`src/rtl/minhash_topk_sorter_if.sv`:
```
// Hasher-side and extender-side ready/valid bundle for the bottom-K MinHash sorter.
// The sorter takes the slave modport; whoever feeds and drains it takes master.
interface minhash_topk_sorter_if #(
    parameter int SIG_W = 32,
    parameter int IDX_W = 5
) ();
    logic             in_valid;
    logic             in_ready;
    logic [SIG_W-1:0] in_sig;
    logic [IDX_W-1:0] in_idx;
    logic             in_last;

    logic             out_valid;
    logic             out_ready;
    logic [SIG_W-1:0] out_sig;
    logic [IDX_W-1:0] out_idx;
    logic             out_last;

    modport master (
        output in_valid, in_sig, in_idx, in_last, out_ready,
        input  in_ready, out_valid, out_sig, out_idx, out_last
    );

    modport slave (
        input  in_valid, in_sig, in_idx, in_last, out_ready,
        output in_ready, out_valid, out_sig, out_idx, out_last
    );
endinterface

```
`src/rtl/minhash_topk_sorter.sv`:
```
// Streaming bottom-K sorter: keeps the TOP_K smallest signatures of a fragment in a
// sorted register array and drains them smallest-first once the fragment's last item lands.
module minhash_topk_sorter #(
    parameter int SIG_W = 32,
    parameter int IDX_W = 5,
    parameter int TOP_K = 4,
    parameter int DEDUP = 1
) (
    input  logic                   clk,
    input  logic                   rst_n,
    input  logic                   clear,
    minhash_topk_sorter_if.slave   bus,
    output logic                   busy
);

    typedef enum logic {ST_COLLECT, ST_DRAIN} state_t;

    state_t           r_state;
    state_t           w_state_next;

    logic [TOP_K-1:0] r_vld;
    logic [TOP_K-1:0] w_vld_next;
    logic [SIG_W-1:0] r_sig      [TOP_K];
    logic [SIG_W-1:0] w_sig_next [TOP_K];
    logic [IDX_W-1:0] r_idx      [TOP_K];
    logic [IDX_W-1:0] w_idx_next [TOP_K];

    // Per-slot compare results plus the neighbouring slot contents used by the shifts.
    logic [TOP_K-1:0] w_gt;
    logic [TOP_K-1:0] w_eq;
    logic [TOP_K-1:0] w_dn_gt;
    logic [TOP_K-1:0] w_dn_vld;
    logic [SIG_W-1:0] w_dn_sig [TOP_K];
    logic [IDX_W-1:0] w_dn_idx [TOP_K];
    logic [TOP_K-1:0] w_up_vld;
    logic [SIG_W-1:0] w_up_sig [TOP_K];
    logic [IDX_W-1:0] w_up_idx [TOP_K];

    logic w_accept;
    logic w_dup;
    logic w_insert;
    logic w_pop;
    logic w_out_valid;
    logic w_out_last;

    // Invalid slots count as +infinity, so w_gt is a thermometer code whose lowest set
    // bit is the insert position; strict '>' places a new item after any equal entries.
    genvar gi;
    generate
        for (gi = 0; gi < TOP_K; gi++) begin : g_slot
            assign w_gt[gi] = !r_vld[gi] || (r_sig[gi] > bus.in_sig);
            assign w_eq[gi] = r_vld[gi] && (r_sig[gi] == bus.in_sig);

            if (gi == 0) begin : g_bottom
                assign w_dn_gt[gi]  = 1'b0;
                assign w_dn_vld[gi] = 1'b0;
                assign w_dn_sig[gi] = '0;
                assign w_dn_idx[gi] = '0;
            end else begin : g_below
                assign w_dn_gt[gi]  = w_gt[gi-1];
                assign w_dn_vld[gi] = r_vld[gi-1];
                assign w_dn_sig[gi] = r_sig[gi-1];
                assign w_dn_idx[gi] = r_idx[gi-1];
            end

            if (gi == TOP_K-1) begin : g_top
                assign w_up_vld[gi] = 1'b0;
                assign w_up_sig[gi] = '0;
                assign w_up_idx[gi] = '0;
            end else begin : g_above
                assign w_up_vld[gi] = r_vld[gi+1];
                assign w_up_sig[gi] = r_sig[gi+1];
                assign w_up_idx[gi] = r_idx[gi+1];
            end
        end

        if (TOP_K == 1) begin : g_last_single
            assign w_out_last = w_out_valid;
        end else begin : g_last_multi
            assign w_out_last = w_out_valid && !r_vld[1];
        end
    endgenerate

    assign bus.in_ready  = (r_state == ST_COLLECT) && !clear;
    assign w_accept      = bus.in_valid && bus.in_ready;
    assign w_dup         = (DEDUP != 0) && (|w_eq);
    assign w_insert      = w_accept && !w_dup;

    assign w_out_valid   = (r_state == ST_DRAIN) && r_vld[0];
    assign w_pop         = w_out_valid && bus.out_ready;
    assign bus.out_valid = w_out_valid;
    assign bus.out_last  = w_out_last;
    assign bus.out_sig   = w_out_valid ? r_sig[0] : '0;
    assign bus.out_idx   = w_out_valid ? r_idx[0] : '0;

    assign busy = (|r_vld) || (r_state == ST_DRAIN);

    always_comb begin
        w_state_next = r_state;
        if (clear) begin
            w_state_next = ST_COLLECT;
        end else begin
            case (r_state)
                ST_COLLECT: if (w_accept && bus.in_last) w_state_next = ST_DRAIN;
                ST_DRAIN:   if (w_pop && w_out_last)     w_state_next = ST_COLLECT;
                default:    w_state_next = ST_COLLECT;
            endcase
        end
    end

    // Insert and pop never coincide: input is only accepted in COLLECT, output only leaves in DRAIN.
    always_comb begin
        for (int i = 0; i < TOP_K; i++) begin
            w_vld_next[i] = r_vld[i];
            w_sig_next[i] = r_sig[i];
            w_idx_next[i] = r_idx[i];
            if (clear) begin
                w_vld_next[i] = 1'b0;
            end else if (w_insert) begin
                if (w_dn_gt[i]) begin
                    w_vld_next[i] = w_dn_vld[i];
                    w_sig_next[i] = w_dn_sig[i];
                    w_idx_next[i] = w_dn_idx[i];
                end else if (w_gt[i]) begin
                    w_vld_next[i] = 1'b1;
                    w_sig_next[i] = bus.in_sig;
                    w_idx_next[i] = bus.in_idx;
                end
            end else if (w_pop) begin
                w_vld_next[i] = w_up_vld[i];
                w_sig_next[i] = w_up_sig[i];
                w_idx_next[i] = w_up_idx[i];
            end
        end
    end

    always_ff @(posedge clk or negedge rst_n) begin
        if (!rst_n) begin
            r_state <= ST_COLLECT;
            r_vld   <= '0;
        end else begin
            r_state <= w_state_next;
            r_vld   <= w_vld_next;
        end
    end

    // Payload needs no reset: it is only observed through a set valid bit.
    always_ff @(posedge clk) begin
        r_sig <= w_sig_next;
        r_idx <= w_idx_next;
    end

endmodule
```
`src/flat_wrapper.sv`:
```
// flat-port wrapper written by rule: the top's interface ports become plain ports
module minhash_topk_sorter_flat 
#(
    parameter int SIG_W = 32,
    parameter int IDX_W = 5,
    parameter int TOP_K = 4,
    parameter int DEDUP = 1
)
  (clk, rst_n, clear, busy, bus_in_valid, bus_in_sig, bus_in_idx, bus_in_last, bus_out_ready, bus_in_ready, bus_out_valid, bus_out_sig, bus_out_idx, bus_out_last);
  minhash_topk_sorter_if #(.SIG_W(SIG_W), .IDX_W(IDX_W)) bus_i ();
  input  logic clk;
  input  logic rst_n;
  input  logic clear;
  output logic busy;
  input wire logic [$bits(bus_i.in_valid)-1:0] bus_in_valid;
  input wire logic [$bits(bus_i.in_sig)-1:0] bus_in_sig;
  input wire logic [$bits(bus_i.in_idx)-1:0] bus_in_idx;
  input wire logic [$bits(bus_i.in_last)-1:0] bus_in_last;
  input wire logic [$bits(bus_i.out_ready)-1:0] bus_out_ready;
  output wire logic [$bits(bus_i.in_ready)-1:0] bus_in_ready;
  output wire logic [$bits(bus_i.out_valid)-1:0] bus_out_valid;
  output wire logic [$bits(bus_i.out_sig)-1:0] bus_out_sig;
  output wire logic [$bits(bus_i.out_idx)-1:0] bus_out_idx;
  output wire logic [$bits(bus_i.out_last)-1:0] bus_out_last;
  assign bus_i.in_valid = bus_in_valid;
  assign bus_i.in_sig = bus_in_sig;
  assign bus_i.in_idx = bus_in_idx;
  assign bus_i.in_last = bus_in_last;
  assign bus_i.out_ready = bus_out_ready;
  assign bus_in_ready = bus_i.in_ready;
  assign bus_out_valid = bus_i.out_valid;
  assign bus_out_sig = bus_i.out_sig;
  assign bus_out_idx = bus_i.out_idx;
  assign bus_out_last = bus_i.out_last;
  minhash_topk_sorter #(.SIG_W(SIG_W), .IDX_W(IDX_W), .TOP_K(TOP_K), .DEDUP(DEDUP)) u_core (.clk(clk), .rst_n(rst_n), .clear(clear), .bus(bus_i), .busy(busy));
endmodule
```
`config.mk`:
```
export PLATFORM = sky130hd
export DESIGN_NAME = minhash_topk_sorter_flat
export DESIGN_NICKNAME = d
export VERILOG_FILES = /design/src/rtl/minhash_topk_sorter_if.sv /design/src/rtl/minhash_topk_sorter.sv /design/src/flat_wrapper.sv
export SDC_FILE = /design/constraint.sdc
export NUM_CORES = 1
export LEC_CHECK = 0
export CELL_PAD_IN_SITES_DETAIL_PLACEMENT = 2
export CELL_PAD_IN_SITES_GLOBAL_PLACEMENT = 2
export CORE_MARGIN = 4
export CORE_UTILIZATION = 35
export DETAILED_ROUTE_END_ITERATION = 16
export GPL_TIMING_DRIVEN = 0
export PLACE_DENSITY_LB_ADDON = 0.3
export SLEW_MARGIN = 25
export SYNTH_ARGS = -nofsm -noshare
export SYNTH_HDL_FRONTEND = slang
export SYNTH_SLANG_ARGS = --single-unit
export TNS_END_PERCENT = 100
```
`constraint.sdc`:
```
create_clock -name clk -period 4.2 [get_ports clk]
set_input_delay 1.26 -clock clk [delete_from_list [all_inputs] [get_ports clk]]
set_output_delay 1.26 -clock clk [all_outputs]
set_load 0.05 [all_outputs]
```
==> results.sh <==
export IMPL_seq_power_share=0.420
export IMPL_dpl_worst_slack_ns=-1.71
export IMPL_grt_overflow=0
export IMPL_cts_path_max_buffers=2
export IMPL_via_count=9580
export IMPL_worst_r2r_cell_count=10
export IMPL_ctsHoldBuffers=0
export IMPL_met3_usage=0.0367
export IMPL_syn_instance_count=1029
export IMPL_drt_pass1_iterations=5
export IMPL_cp_slowest_cell="o41ai_4"
export IMPL_gp_congestion=0.855
export IMPL_required_ns=4.38
export IMPL_fin_skew_ns=0.0182
export IMPL_slew_headroom=0.482
export IMPL_cts_clk_slew_worst_paths_ns=0.08
export IMPL_synth_common_cells="edfxtp_1, ha_1, nand2_1, o21ai_0, a21oi_1"
export IMPL_grt_most_used_layer="met2"
export IMPL_track_usage=0.254
export IMPL_clkSinkCount=153
export IMPL_cp_arrival_ns=4.52
export IMPL_grt_pass1_wl_um=63400
export IMPL_fp_row_count=62
export IMPL_ys_async_sr_fraction=0.0327
export IMPL_p_int_mw=2.89
export IMPL_ys_ff_latch=153
export IMPL_drive_gt1_frac=0.164
export IMPL_cts_tree="done"
export IMPL_core_area_sq_um=29000
export IMPL_yosys_area_top_type="edfxtp_1"
export IMPL_clock_latency_ns=0.45
export IMPL_p_switching_mw=1.37
export IMPL_drc=0
export IMPL_cap_violations=0
export IMPL_drt_wl_total_um=45700
export IMPL_die_x_um=181
export IMPL_yosysMostFrequentCell="edfxtp_1"
export IMPL_grtUsageMet2=0.439
export IMPL_status="finished, violations left"
export IMPL_start_kind="input port"
export IMPL_port_buffers=82
export IMPL_setup_viol=152
export IMPL_vdd_drop_max_mv=0.230
export IMPL_drtIter0Drc=776
export IMPL_avgViaCountPerCell=6.09
export IMPL_synth_top_area_frac=0.427
export IMPL_endpoint_kind="flop"
export IMPL_grt_max_degree=18
export IMPL_endpoint="u_core.r_sig[2]"
export IMPL_synth_edff_count=148
export IMPL_crit_chain="clkdlybuf4s50_1 > inv_2 > ha_1 > nand4_1 > nor3_2 > a21boi_0 > o41a_1 > o41ai_4 > buf_6 > buf_4 > mux2i_1 > nor2_1"
export IMPL_io_pin_count=84
export IMPL_fp_dieH_um=181
export IMPL_cts_htree_levels=4
export IMPL_diodes=0
export IMPL_dp_cells=1504
export IMPL_whs_ns=0.543
export IMPL_slowest_delay_ns=0.55
export IMPL_antenna_found_initial=1
export IMPL_crit_path_start="bus_in_sig[12]"
export IMPL_worst_pin_slew_ns=0.778
export IMPL_swShare=0.322
export IMPL_hp_start="u_core.r_idx[1]"
export IMPL_fmax_ghz=0.231
export IMPL_netlist_cell_type_count=46
export IMPL_reg2reg_to="u_core.r_sig[2]"
export IMPL_start_util=0.359
export IMPL_ant_nets=0
export IMPL_path_delay_family="compound AO/OA/AOI/OAI gates"
export IMPL_seq_area_frac_synth=0.439
export IMPL_synth_area_sq_um=10400
export IMPL_n_fill_cell=3053
export IMPL_area_delta_synth_final_pct=27.8
export IMPL_finalHoldViolations=0
export IMPL_syn_nets=1200
export IMPL_finalWorstSetupSlack_ns=-0.138
export IMPL_p_per_area_nw_per_um2=320
export IMPL_finalMaxSlewViolations=0
export IMPL_dpl_hpwl_um=29400
export IMPL_rrSetupSlack_ns=0.77
export IMPL_synthFlopType="edfxtp_1"
export IMPL_crit_fanout=6
export IMPL_yosys_warnings=0
export IMPL_critPathKind="input port to flop"
export IMPL_syn_avg_cell_area_sq_um=10.1
export IMPL_cp_depth=12
export IMPL_synthTopCellsByArea="edfxtp_1, ha_1, mux2i_1"
export IMPL_finalNonFillerCells=1574
export IMPL_grt_pass1_vias=10200
export IMPL_p_leak_nw=5.54
export IMPL_pwr_share_comb=0.181
export IMPL_nets=1348
export IMPL_wl_per_cell_um=29.0
export IMPL_violations="negative setup slack"
export IMPL_cts_root_buf="clkbuf_16"
export IMPL_cts_buffers=17
export IMPL_cp_num_buf_inv=4
export IMPL_use_met1=0.320
export IMPL_min_period_ns=4.34
export IMPL_finalCritPeriodShare=1.03
export IMPL_hold_path_class="flop to flop"
export IMPL_timing_rr_start="u_core.r_sig[33]"
export IMPL_power_frac_clock=0.399
export IMPL_die_area_sq_um=32600
==> cell usage in the layout (no fill, tap or decap), types with 6 or more instances in the layout <==
master	Yosys	final
o21ai_0	112	112
ha_1	128	124
and3_1	37	37
clkbuf_16	0	19
buf_12	0	8
clkbuf_2	0	11
buf_2	19	15
a21o_1	31	31
a21oi_1	107	101
dlymetal6s2s_1	0	15
buf_8	0	7
inv_6	0	6
inv_2	0	28
buf_4	7	32
mux2_2	6	6
clkbuf_1	26	13
a211oi_1	6	6
nand3_1	11	11
nand2_1	118	117
mux2i_1	80	79
nand4_1	31	31
nor2_1	53	46
edfxtp_1	148	148
buf_6	4	9
inv_1	38	9
nor2b_1	9	9
clkdlybuf4s50_1	0	65
==> power groups by stage <==
stage          registers (mW)  logic [mW]  clock network (mW)
4_1_cts                  1.78       0.704                1.69
3_3_place_gp             1.82       0.612                   0
5_1_grt                  1.79       0.831                1.76
3_5_place_dp             1.82       0.666                   0
2_1_floorplan            1.80       0.386                   0
6_report                 1.79       0.771                1.70
==> per-layer routing <==
layer,wire (um),vias up
met5,0,-
met4,1670,0
met3,2100,90
met2,22700,341
met1,19300,4996
li1,-,4153
==> registers in the layout (all words and copies together), names as in the netlist <==
signal,count
u_core.r_idx,20
u_core.r_vld,4
u_core.r_sig,128
u_core.r_state,1
==> worst min path at each step <==
stage / end / slack, ns / depth (start not counted)
6_report: u_core.r_idx[6] / 0.54 / 2
4_1_cts: u_core.r_idx[6] / 0.55 / 2
3_5_place_dp: u_core.r_idx[7] / 0.55 / 2
5_1_grt: u_core.r_idx[6] / 0.57 / 2
2_1_floorplan: u_core.r_idx[5] / 0.50 / 2
3_3_place_gp: u_core.r_idx[7] / 0.50 / 2
==> per-stage QoR <==
stage               power [mW]  utilization  TNS, ns  cell area (sq um)
floorplan                 2.18            -        0              10500
global placement          2.43        0.406  -392.85              11800
detailed placement        2.48        0.412  -353.96              12000
CTS                       4.17        0.446  -0.0464              12900
global route              4.39        0.459   -18.85              13300
finish                    4.26        0.459    -9.23              13300
==> layout make-up <==
class	count	area (sq um)	area share
multi-input combinational	782	5700	0.428
sequential	153	4570	0.343
timing repair buffer	131	1450	0.109
tap	384	480	0.0361
clock buffer	17	425	0.0320
buffer	54	365	0.0274
clock inverter	15	175	0.0132
inverter	38	145	0.0109
==> cell families after synthesis <==
logic type      synth area share
mux                       0.0833
buf+inv                   0.0415
compound gates             0.153
flops                      0.439
simple gates               0.130
fa+ha+maj                  0.154
==> what timing repair did <==
| item | CTS | global route |
|---|---|---|
| pin swaps | 12 | 22 |
| setup buffers | 22 | 15 |
| setup endpoints to repair | 310 | 278 |
| gates cloned | 0 | 3 |
| resized for setup | 45 | 85 |
==> worst register-to-register path, stage by stage, from the launching register on <==
cell      delay, ns
edfxtp_1       0.46
ha_1           0.32
nor2b_1        0.15
o211ai_1       0.22
a21boi_0       0.14
o41a_1         0.50
o41ai_4        0.55
buf_6          0.23
buf_4          0.19
mux2i_1        0.29
nor2_1         0.12
Power figures use the tool's default switching activity.
